$ cat config.mk
export PLATFORM = sky130hd
export DESIGN_NAME = row_scan_sequencer_flat
export DESIGN_NICKNAME = d
export VERILOG_FILES = /design/src/rtl/scan_pkg.sv /design/src/rtl/row_scan_sequencer_if.sv /design/src/rtl/scan_timer.sv /design/src/rtl/row_scan_sequencer.sv /design/src/flat_wrapper.sv
export SDC_FILE = /design/constraint.sdc
export NUM_CORES = 1
export LEC_CHECK = 0
export BUFFER_PORTS_ARGS = -buffer_cell sky130_fd_sc_hd__buf_2
export CAP_MARGIN = 20
export CELL_PAD_IN_SITES_DETAIL_PLACEMENT = 2
export CELL_PAD_IN_SITES_GLOBAL_PLACEMENT = 2
export CORE_UTILIZATION = 37
export DETAILED_ROUTE_END_ITERATION = 10
export GPL_TIMING_DRIVEN = 0
export PLACE_DENSITY_LB_ADDON = 0.1
export SLEW_MARGIN = 5
export SYNTH_ARGS = -nofsm -noshare
export SYNTH_HDL_FRONTEND = slang
export SYNTH_SLANG_ARGS = --single-unit
$ cat constraint.sdc
create_clock -name clk -period 4 [get_ports clk]
set_clock_uncertainty 0.1 [all_clocks]
set_input_delay 0.2 -clock clk [delete_from_list [all_inputs] [get_ports clk]]
set_output_delay 0.2 -clock clk [all_outputs]
set_load 0.02 [all_outputs]
$ cat src/rtl/scan_pkg.sv
// Shared scan-matrix definitions: FSM state encoding and row geometry,
// reused by the row sequencer and the matching column sampler.
package scan_pkg;

   localparam int ROWS  = 4;
   localparam int SEL_W = $clog2(ROWS);

   typedef enum logic [1:0] {
      IDLE  = 2'd0,
      BLANK = 2'd1,
      DRIVE = 2'd2
   } scan_state_t;

endpackage

$ cat src/rtl/row_scan_sequencer_if.sv
// Control/status bundle between a scan controller (master) and the row sequencer (slave).
interface row_scan_sequencer_if #(
   parameter int DWELL_W = 8
);
   import scan_pkg::*;

   logic               run;
   logic [DWELL_W-1:0] dwell;
   logic [SEL_W-1:0]   sel;
   logic               en_n;
   logic               row_strobe;
   logic               frame_done;

   modport master (
      output run, dwell,
      input  sel, en_n, row_strobe, frame_done
   );

   modport slave (
      input  run, dwell,
      output sel, en_n, row_strobe, frame_done
   );

endinterface

$ cat src/rtl/scan_timer.sv
// Loadable down-counter shared by the blanking gap and the row dwell.
// o_tc marks the final cycle of an interval, o_last the cycle before it.
module scan_timer #(
   parameter int W = 8
) (
   input  logic         clk,
   input  logic         rst,
   input  logic         i_load,
   input  logic [W-1:0] i_load_val,
   output logic         o_tc,
   output logic         o_last
);

   logic [W-1:0] r_count;

   // NOTE: sequential state uses non-blocking assignments so every register
   // samples pre-edge values regardless of block evaluation order.
   always_ff @(posedge clk or posedge rst) begin
      if (rst) begin
         r_count <= '0;
      end else if (i_load) begin
         r_count <= i_load_val;
      end else if (r_count != '0) begin
         r_count <= r_count - W'(1);
      end
   end

   assign o_tc   = (r_count == '0);
   assign o_last = (r_count == W'(1));

endmodule

$ cat src/rtl/row_scan_sequencer.sv
// Row scan sequencer for a 2-to-4 decoder: cycles rows 0..3 with a forced
// blanking gap so the select only moves while the decoder is disabled.
module row_scan_sequencer
   import scan_pkg::*;
#(
   parameter int DWELL_W      = 8,
   parameter int BLANK_CYCLES = 2
) (
   input logic                 clk,
   input logic                 rst,
   row_scan_sequencer_if.slave scan_if
);

   localparam logic [DWELL_W-1:0] BLANK_LOAD = DWELL_W'(BLANK_CYCLES - 1);
   localparam logic [SEL_W-1:0]   LAST_ROW   = SEL_W'(ROWS - 1);

   scan_state_t        r_state;
   logic [SEL_W-1:0]   r_sel;
   logic               r_en_n;
   logic               r_row_strobe;
   logic               r_frame_done;

   logic               w_tc;
   logic               w_last;
   logic               w_load;
   logic [DWELL_W-1:0] w_load_val;
   logic [DWELL_W-1:0] w_dwell_eff;
   logic               w_dwell_one;

   assign w_dwell_eff = (scan_if.dwell == '0) ? DWELL_W'(1) : scan_if.dwell;
   assign w_dwell_one = (w_dwell_eff == DWELL_W'(1));

   // Timer is reloaded on every entry into BLANK or DRIVE; it holds the latched dwell.
   always_comb begin
      // NOTE: defaults first so no path through the case leaves a signal unassigned (no latch).
      w_load     = 1'b0;
      w_load_val = BLANK_LOAD;
      case (r_state)
         IDLE:  w_load = scan_if.run;
         BLANK: begin
            w_load     = w_tc;
            w_load_val = w_dwell_eff - DWELL_W'(1);
         end
         DRIVE: w_load = w_tc && scan_if.run;
         default: ;
      endcase
   end

   scan_timer #(.W(DWELL_W)) u_timer (
      .clk        (clk),
      .rst        (rst),
      .i_load     (w_load),
      .i_load_val (w_load_val),
      .o_tc       (w_tc),
      .o_last     (w_last)
   );

   // Strobes are registered one cycle early so they coincide with the final drive cycle.
   always_ff @(posedge clk or posedge rst) begin
      if (rst) begin
         r_state      <= IDLE;
         r_sel        <= '0;
         r_en_n       <= 1'b1;
         r_row_strobe <= 1'b0;
         r_frame_done <= 1'b0;
      end else begin
         case (r_state)
            IDLE: begin
               r_en_n       <= 1'b1;
               r_row_strobe <= 1'b0;
               r_frame_done <= 1'b0;
               if (scan_if.run) begin
                  r_state <= BLANK;
                  r_sel   <= '0;
               end
            end
            BLANK: begin
               if (w_tc) begin
                  r_state      <= DRIVE;
                  r_en_n       <= 1'b0;
                  r_row_strobe <= w_dwell_one;
                  r_frame_done <= w_dwell_one && (r_sel == LAST_ROW);
               end
            end
            DRIVE: begin
               if (w_tc) begin
                  r_sel        <= r_sel + SEL_W'(1);
                  r_en_n       <= 1'b1;
                  r_row_strobe <= 1'b0;
                  r_frame_done <= 1'b0;
                  r_state      <= scan_if.run ? BLANK : IDLE;
               end else begin
                  r_row_strobe <= w_last;
                  r_frame_done <= w_last && (r_sel == LAST_ROW);
               end
            end
            default: begin
               r_state <= IDLE;
               r_en_n  <= 1'b1;
            end
         endcase
      end
   end

   assign scan_if.sel        = r_sel;
   assign scan_if.en_n       = r_en_n;
   assign scan_if.row_strobe = r_row_strobe;
   assign scan_if.frame_done = r_frame_done;

endmodule

$ cat src/flat_wrapper.sv
// flat-port wrapper written by rule: the top's interface ports become plain ports
module row_scan_sequencer_flat import scan_pkg::*;
#(
   parameter int DWELL_W      = 8,
   parameter int BLANK_CYCLES = 2
)
  (clk, rst, scan_if_run, scan_if_dwell, scan_if_sel, scan_if_en_n, scan_if_row_strobe, scan_if_frame_done);
  row_scan_sequencer_if #(.DWELL_W(DWELL_W)) scan_if_i ();
  input logic clk;
  input logic rst;
  input wire logic [$bits(scan_if_i.run)-1:0] scan_if_run;
  input wire logic [$bits(scan_if_i.dwell)-1:0] scan_if_dwell;
  output wire logic [$bits(scan_if_i.sel)-1:0] scan_if_sel;
  output wire logic [$bits(scan_if_i.en_n)-1:0] scan_if_en_n;
  output wire logic [$bits(scan_if_i.row_strobe)-1:0] scan_if_row_strobe;
  output wire logic [$bits(scan_if_i.frame_done)-1:0] scan_if_frame_done;
  assign scan_if_i.run = scan_if_run;
  assign scan_if_i.dwell = scan_if_dwell;
  assign scan_if_sel = scan_if_i.sel;
  assign scan_if_en_n = scan_if_i.en_n;
  assign scan_if_row_strobe = scan_if_i.row_strobe;
  assign scan_if_frame_done = scan_if_i.frame_done;
  row_scan_sequencer #(.DWELL_W(DWELL_W), .BLANK_CYCLES(BLANK_CYCLES)) u_core (.clk(clk), .rst(rst), .scan_if(scan_if_i));
endmodule
**Word level (Yosys, flattened, before mapping)**

Index checks and enable logic that the tools add are counted.
W data, S select, Z words.

- Bits in registers: 15
- Bits of input ports: 11
- Output and inout port bits: 5
- Word-level logic and storage cells: 53

- $add $sub $neg: 3
- Equality and inequality tests: 8
- Multiplexer cells: 22
- Reduce and logical (&&, ||, !) cells: 14

Operators by type and width:

| operator | count |
|---|---|
| $mux W8 | 4 |
| $eq A8 B1 Y1 const B | 2 |
| $logic_not A8 Y1 | 2 |
| $sub A8 B1 Y8 const B | 2 |
| $mux W2 | 5 |
| $pmux W1 S3 | 3 |
| $reduce_bool A8 Y1 | 1 |
| $mux W1 | 7 |
| $pmux W2 S3 | 1 |
| $reduce_and A3 Y1 | 2 |
| $eq A2 B2 Y1 const B | 2 |
| $ne A2 B1 Y1 const B | 2 |
| $pmux W2 S2 | 1 |
| $reduce_and A2 Y1 | 2 |
| $reduce_bool A2 Y1 | 2 |
| $logic_and A1 B1 Y1 | 3 |
| $reduce_bool A3 Y1 | 1 |
| $add A2 B1 Y2 const B | 1 |
| $eq A2 B1 Y1 const B | 1 |
| $logic_not A2 Y1 | 1 |
| $ne A2 B2 Y1 const B | 1 |
| $pmux W1 S2 | 1 |

**Logic depth before layout (Yosys ltp)**

- Word-level depth: 6
- Mapped depth: 8
- Mapped depth without buffers: 6

**Cells and area by module**

A second synthesis with hierarchy kept.

- Cell total of the unflattened synthesis: 141
- Area, all modules: 1174.9 µm²

By module, submodules not included:

| module | instances | cells an instance | area each (µm²) | sequential area each (µm²) |
|---|---|---|---|---|
| row_scan_sequencer | 1 | 81 | 648.1 | 176.4 |
| scan_timer | 1 | 60 | 526.8 | 200.2 |

**Worst setup path before layout**

No wires, ideal clock.

- Kind: reg2reg
- Start point: reg u_core.u_timer.r_count[0]
- End point: reg u_core.u_timer.r_count[7]
- Library setup time: 73 ps
- Arrival time: 1893 ps
- Required time: 3827 ps
- Setup slack: 1934 ps
- Stages on the path, launching flop included: 8
- Buffers on the path: 1
- Period minus slack after synthesis: 2066 ps
- Cell sequence: dfrtp_1 -> inv_1 -> ha_1 -> or3b_2 -> o41ai_4 -> buf_6 -> nand4_2 -> a21oi_2

- Longest elaborated chain between the ends: 4
- Elaborated cells on any way between the ends: 8
- Classes of those cells: add/sub: 1; mux: 3; reduce/logical: 4

RTL lines:

| element | RTL line | source |
|---|---|---|
| start: declaration | scan_timer.sv:14 | `logic [W-1:0] r_count;` |
| start signal: assignment | scan_timer.sv:22 | `r_count <= i_load_val;` |
| start signal: assignment | scan_timer.sv:24 | `r_count <= r_count - W'(1);` |
| branches (longest 4 deep; another with $sub A8 B1 Y8) | -- |  |

Parallel ways; which one is timed is not known. The select of a mux whose other input is x is not followed.
A chain may end at the register's enable or synchronous reset.

**Worst setup path after layout**

- Start point: reg u_core.u_timer.r_count[1]
- End point: reg u_core.u_timer.r_count[7]

Same word-level chain as after synthesis.

==> impl_results.md <==
- Status: finished with violations
- Failing checks: DRC
- Cell row count: 19
- Drt initial violations: 31
- Pint: 197 µW
- Achievable Freq: 430 MHz
- PostCTS Resize Cnt: 0
- Port Buffers: 15
- Most common cell in the synthesized netlist: dfrtp_1
- Asr flop ratio synth: 1.00
- Total gr overflow: 0
- Max_cap viols: 0
- Post-synth top area share: 0.302
- Slew HR: 0.393
- Register area: 377 µm²
- DPL Wire Length: 2580 µm
- Area delta synth->final: 13.1%
- CTS Sinks: 15
- First-pass iteration count of the detailed router: 7
- # setup viols final: 0
- Tcrit/Tclk final: 0.582
- Crit Path Class: reg2reg
- Post-synth top flop: dfrtp_1
- Hold WS: 0.102 ns
- Syn nets: 147
- Synthesized area per cell: 9.06 µm²
- Seq cells post-synth: 15
- Post-Place Setup Slack: 1.67 ns
- Die width: 58.0 µm
- Area leader, netlist: dfrtp_1
- Combinational power share: 0.083
- Nets: 168
- Antenna Violating Nets Remaining: 0
- Peak supply drop: 0.122 mV
- ANT cells: 0
- Drt drc: 1
- Layout Cells excl Fill: 179
- Sequential fraction of the synthesis area: 0.325
- Worst setup margin: 1.67 ns
- TritonCTS clock tree: built
- Final Hold Fails: 0
- YS warnings: 0
- Tot GR Track Use: 0.225
- CP Launch Type: flop
- Clock Path Buffers: 2
- Post-Place Cells: 174
- Crit path DAT: 2.45 ns
- Via count of the first global-routing pass: 1177
- Area of the die: 0.00336 mm²
- RSZ-0062 raised after global routing: no
- Least-Margin Pin Slew: 0.902 ns
- Cell area after synthesis: 0.00116 mm²
- Switching part of the total: 0.261
- Clk pwr share: 0.348
- Net Sw Power: 69.6 µW
- Chip Height: 58.0 µm
- Setup_tns: 0 ns
- Initial Utilization: 0.407
- Vias/cell: 5.82
- CP max FO: 10
- IO Pins: 16
- H-tree levels: 1
- PwrDens: 203 mW/mm²
- Critical path capture point type: flop
- Clock-pin slew on the worst setup and hold paths: 0.10 ns
- FILL cells: 325
- P_leak: 0.582 nW
- Fraction of layout cells with a size suffix above 1: 0.196
- Clk Latency, worst-skew pair: 0.30 ns
- Number of setup buffers added after CTS: 0
- Vias: 1042
- Pin count of the biggest net entering global routing: 16
- Post-layout min period: 2.33 ns
- Root Buffer: clkbuf_4
- Avg WL per Cell: 18.3 µm
- Slew Viols, Final: 0
- Gpl congestion: 0.793
- Worst EP required: 4.12 ns
- Core area: 0.00285 mm²
- Hold Buf Count CTS: 1
- Antenna violations before repair: 0
- CTS buffer count: 3
- Number of synthesized flops with an enable pin: 0
- Post-synth top cells: 14 x dfrtp_1, 11 x inv_1, 9 x o21ai_0
- Cells after synthesis: 128
- Multi-input logic area: 718 µm²
- First-pass GRT wire length: 5670 µm
- Flop pwr share: 0.568
- Hold Path Class: in2reg
- Wirelength, routed: 3280 µm
- Final Power: 267 µW
- Top cells by area, synth: dfrtp_1 30%, ha_1 8.6%, o21ai_0 3.9%
- Netlist cell types: 45
## registers in the layout (all words and copies together), names as in the netlist
| signal | flops |
|---|---|
| u_core.u_timer.r_count | 8 |
| u_core.r_state | 2 |
| u_core.scan_if.sel | 2 |
| u_core.scan_if.en_n | 1 |
| u_core.scan_if.frame_done | 1 |
| u_core.scan_if.row_strobe | 1 |
## power groups by stage
stage	Clock [mW]	Combinational, mW	Sequential [mW]
floorplan	0	0.00929	0.155
global placement	0	0.0202	0.155
detailed placement	0	0.0216	0.155
CTS	0.0958	0.0224	0.152
global route	0.101	0.0247	0.152
finish	0.0929	0.0222	0.152
## cells by family (layout without fill, tap and decap cells)
kind of cell    Yosys count  count (layout)  synth area share
xor+xnor                  7               7            0.0529
simple gates             40              40             0.208
mux                       3               3            0.0270
flops                    15              15             0.325
fa+ha+maj                 8               8            0.0863
compound gates           40              40             0.245
buf+inv                  15              35            0.0561
## cell usage in the layout (no fill, tap or decap), drive strengths merged, types with 2 or more instances in the layout
cell	count
buf	17
dfrtp	14
inv	11
o21ai	9
a21oi	9
ha	8
nand2	7
nor4	5
xnor2	5
nor2	5
clkbuf	5
nand2b	4
o22ai	4
a21o	4
nand3	3
or3	3
or4	3
nor3b	2
nor3	2
xor2	2
mux2i	2
o21a	2
nor4b	2
## critical path: stages, from the launching register on
cell	delay, ns
dfrtp_1	0.42
inv_1	0.12
ha_1	0.19
or3b_2	0.51
o41ai_4	0.42
buf_6	0.20
nand4_2	0.13
a21oi_2	0.16
## final timing paths
check	from	to	slack [ns]	cells past startpoint
max reg2reg	u_core.u_timer.r_count[1]	u_core.u_timer.r_count[7]	1.67	7
max	u_core.u_timer.r_count[1]	u_core.u_timer.r_count[7]	1.67	7
max in group asynchronous	rst	u_core.u_timer.r_count[2]	2.97	3
min	scan_if_dwell[7]	u_core.u_timer.r_count[7]	0.10	3
min reg2reg	u_core.scan_if.en_n	u_core.scan_if.en_n	0.42	1
min in group asynchronous	rst	u_core.scan_if.sel[1]	0.42	3
## metal layers
metal  wire length [µm]  global-route usage
met5                  0                   0
met4                 27              0.0612
met3                 68              0.0335
met2               1580               0.386
met1               1610               0.296
## stage by stage
stage          utilization  cell area, µm²
3_3_place_gp         0.446            1270
5_1_grt              0.460            1310
6_report             0.460            1310
2_1_floorplan            -            1160
4_1_cts              0.460            1310
3_5_place_dp         0.446            1270
## final cells by class
type                    count  share of cell area
multi-input cells          98               0.548
inverters                  11              0.0315
plain buffers               4              0.0181
flip-flops and latches     15               0.287
clock buffers               3              0.0172
clock inverters             1             0.00382
well taps                  31              0.0296
repair buffers             16              0.0649
Note: power is estimated with default switching activity, not from simulation.
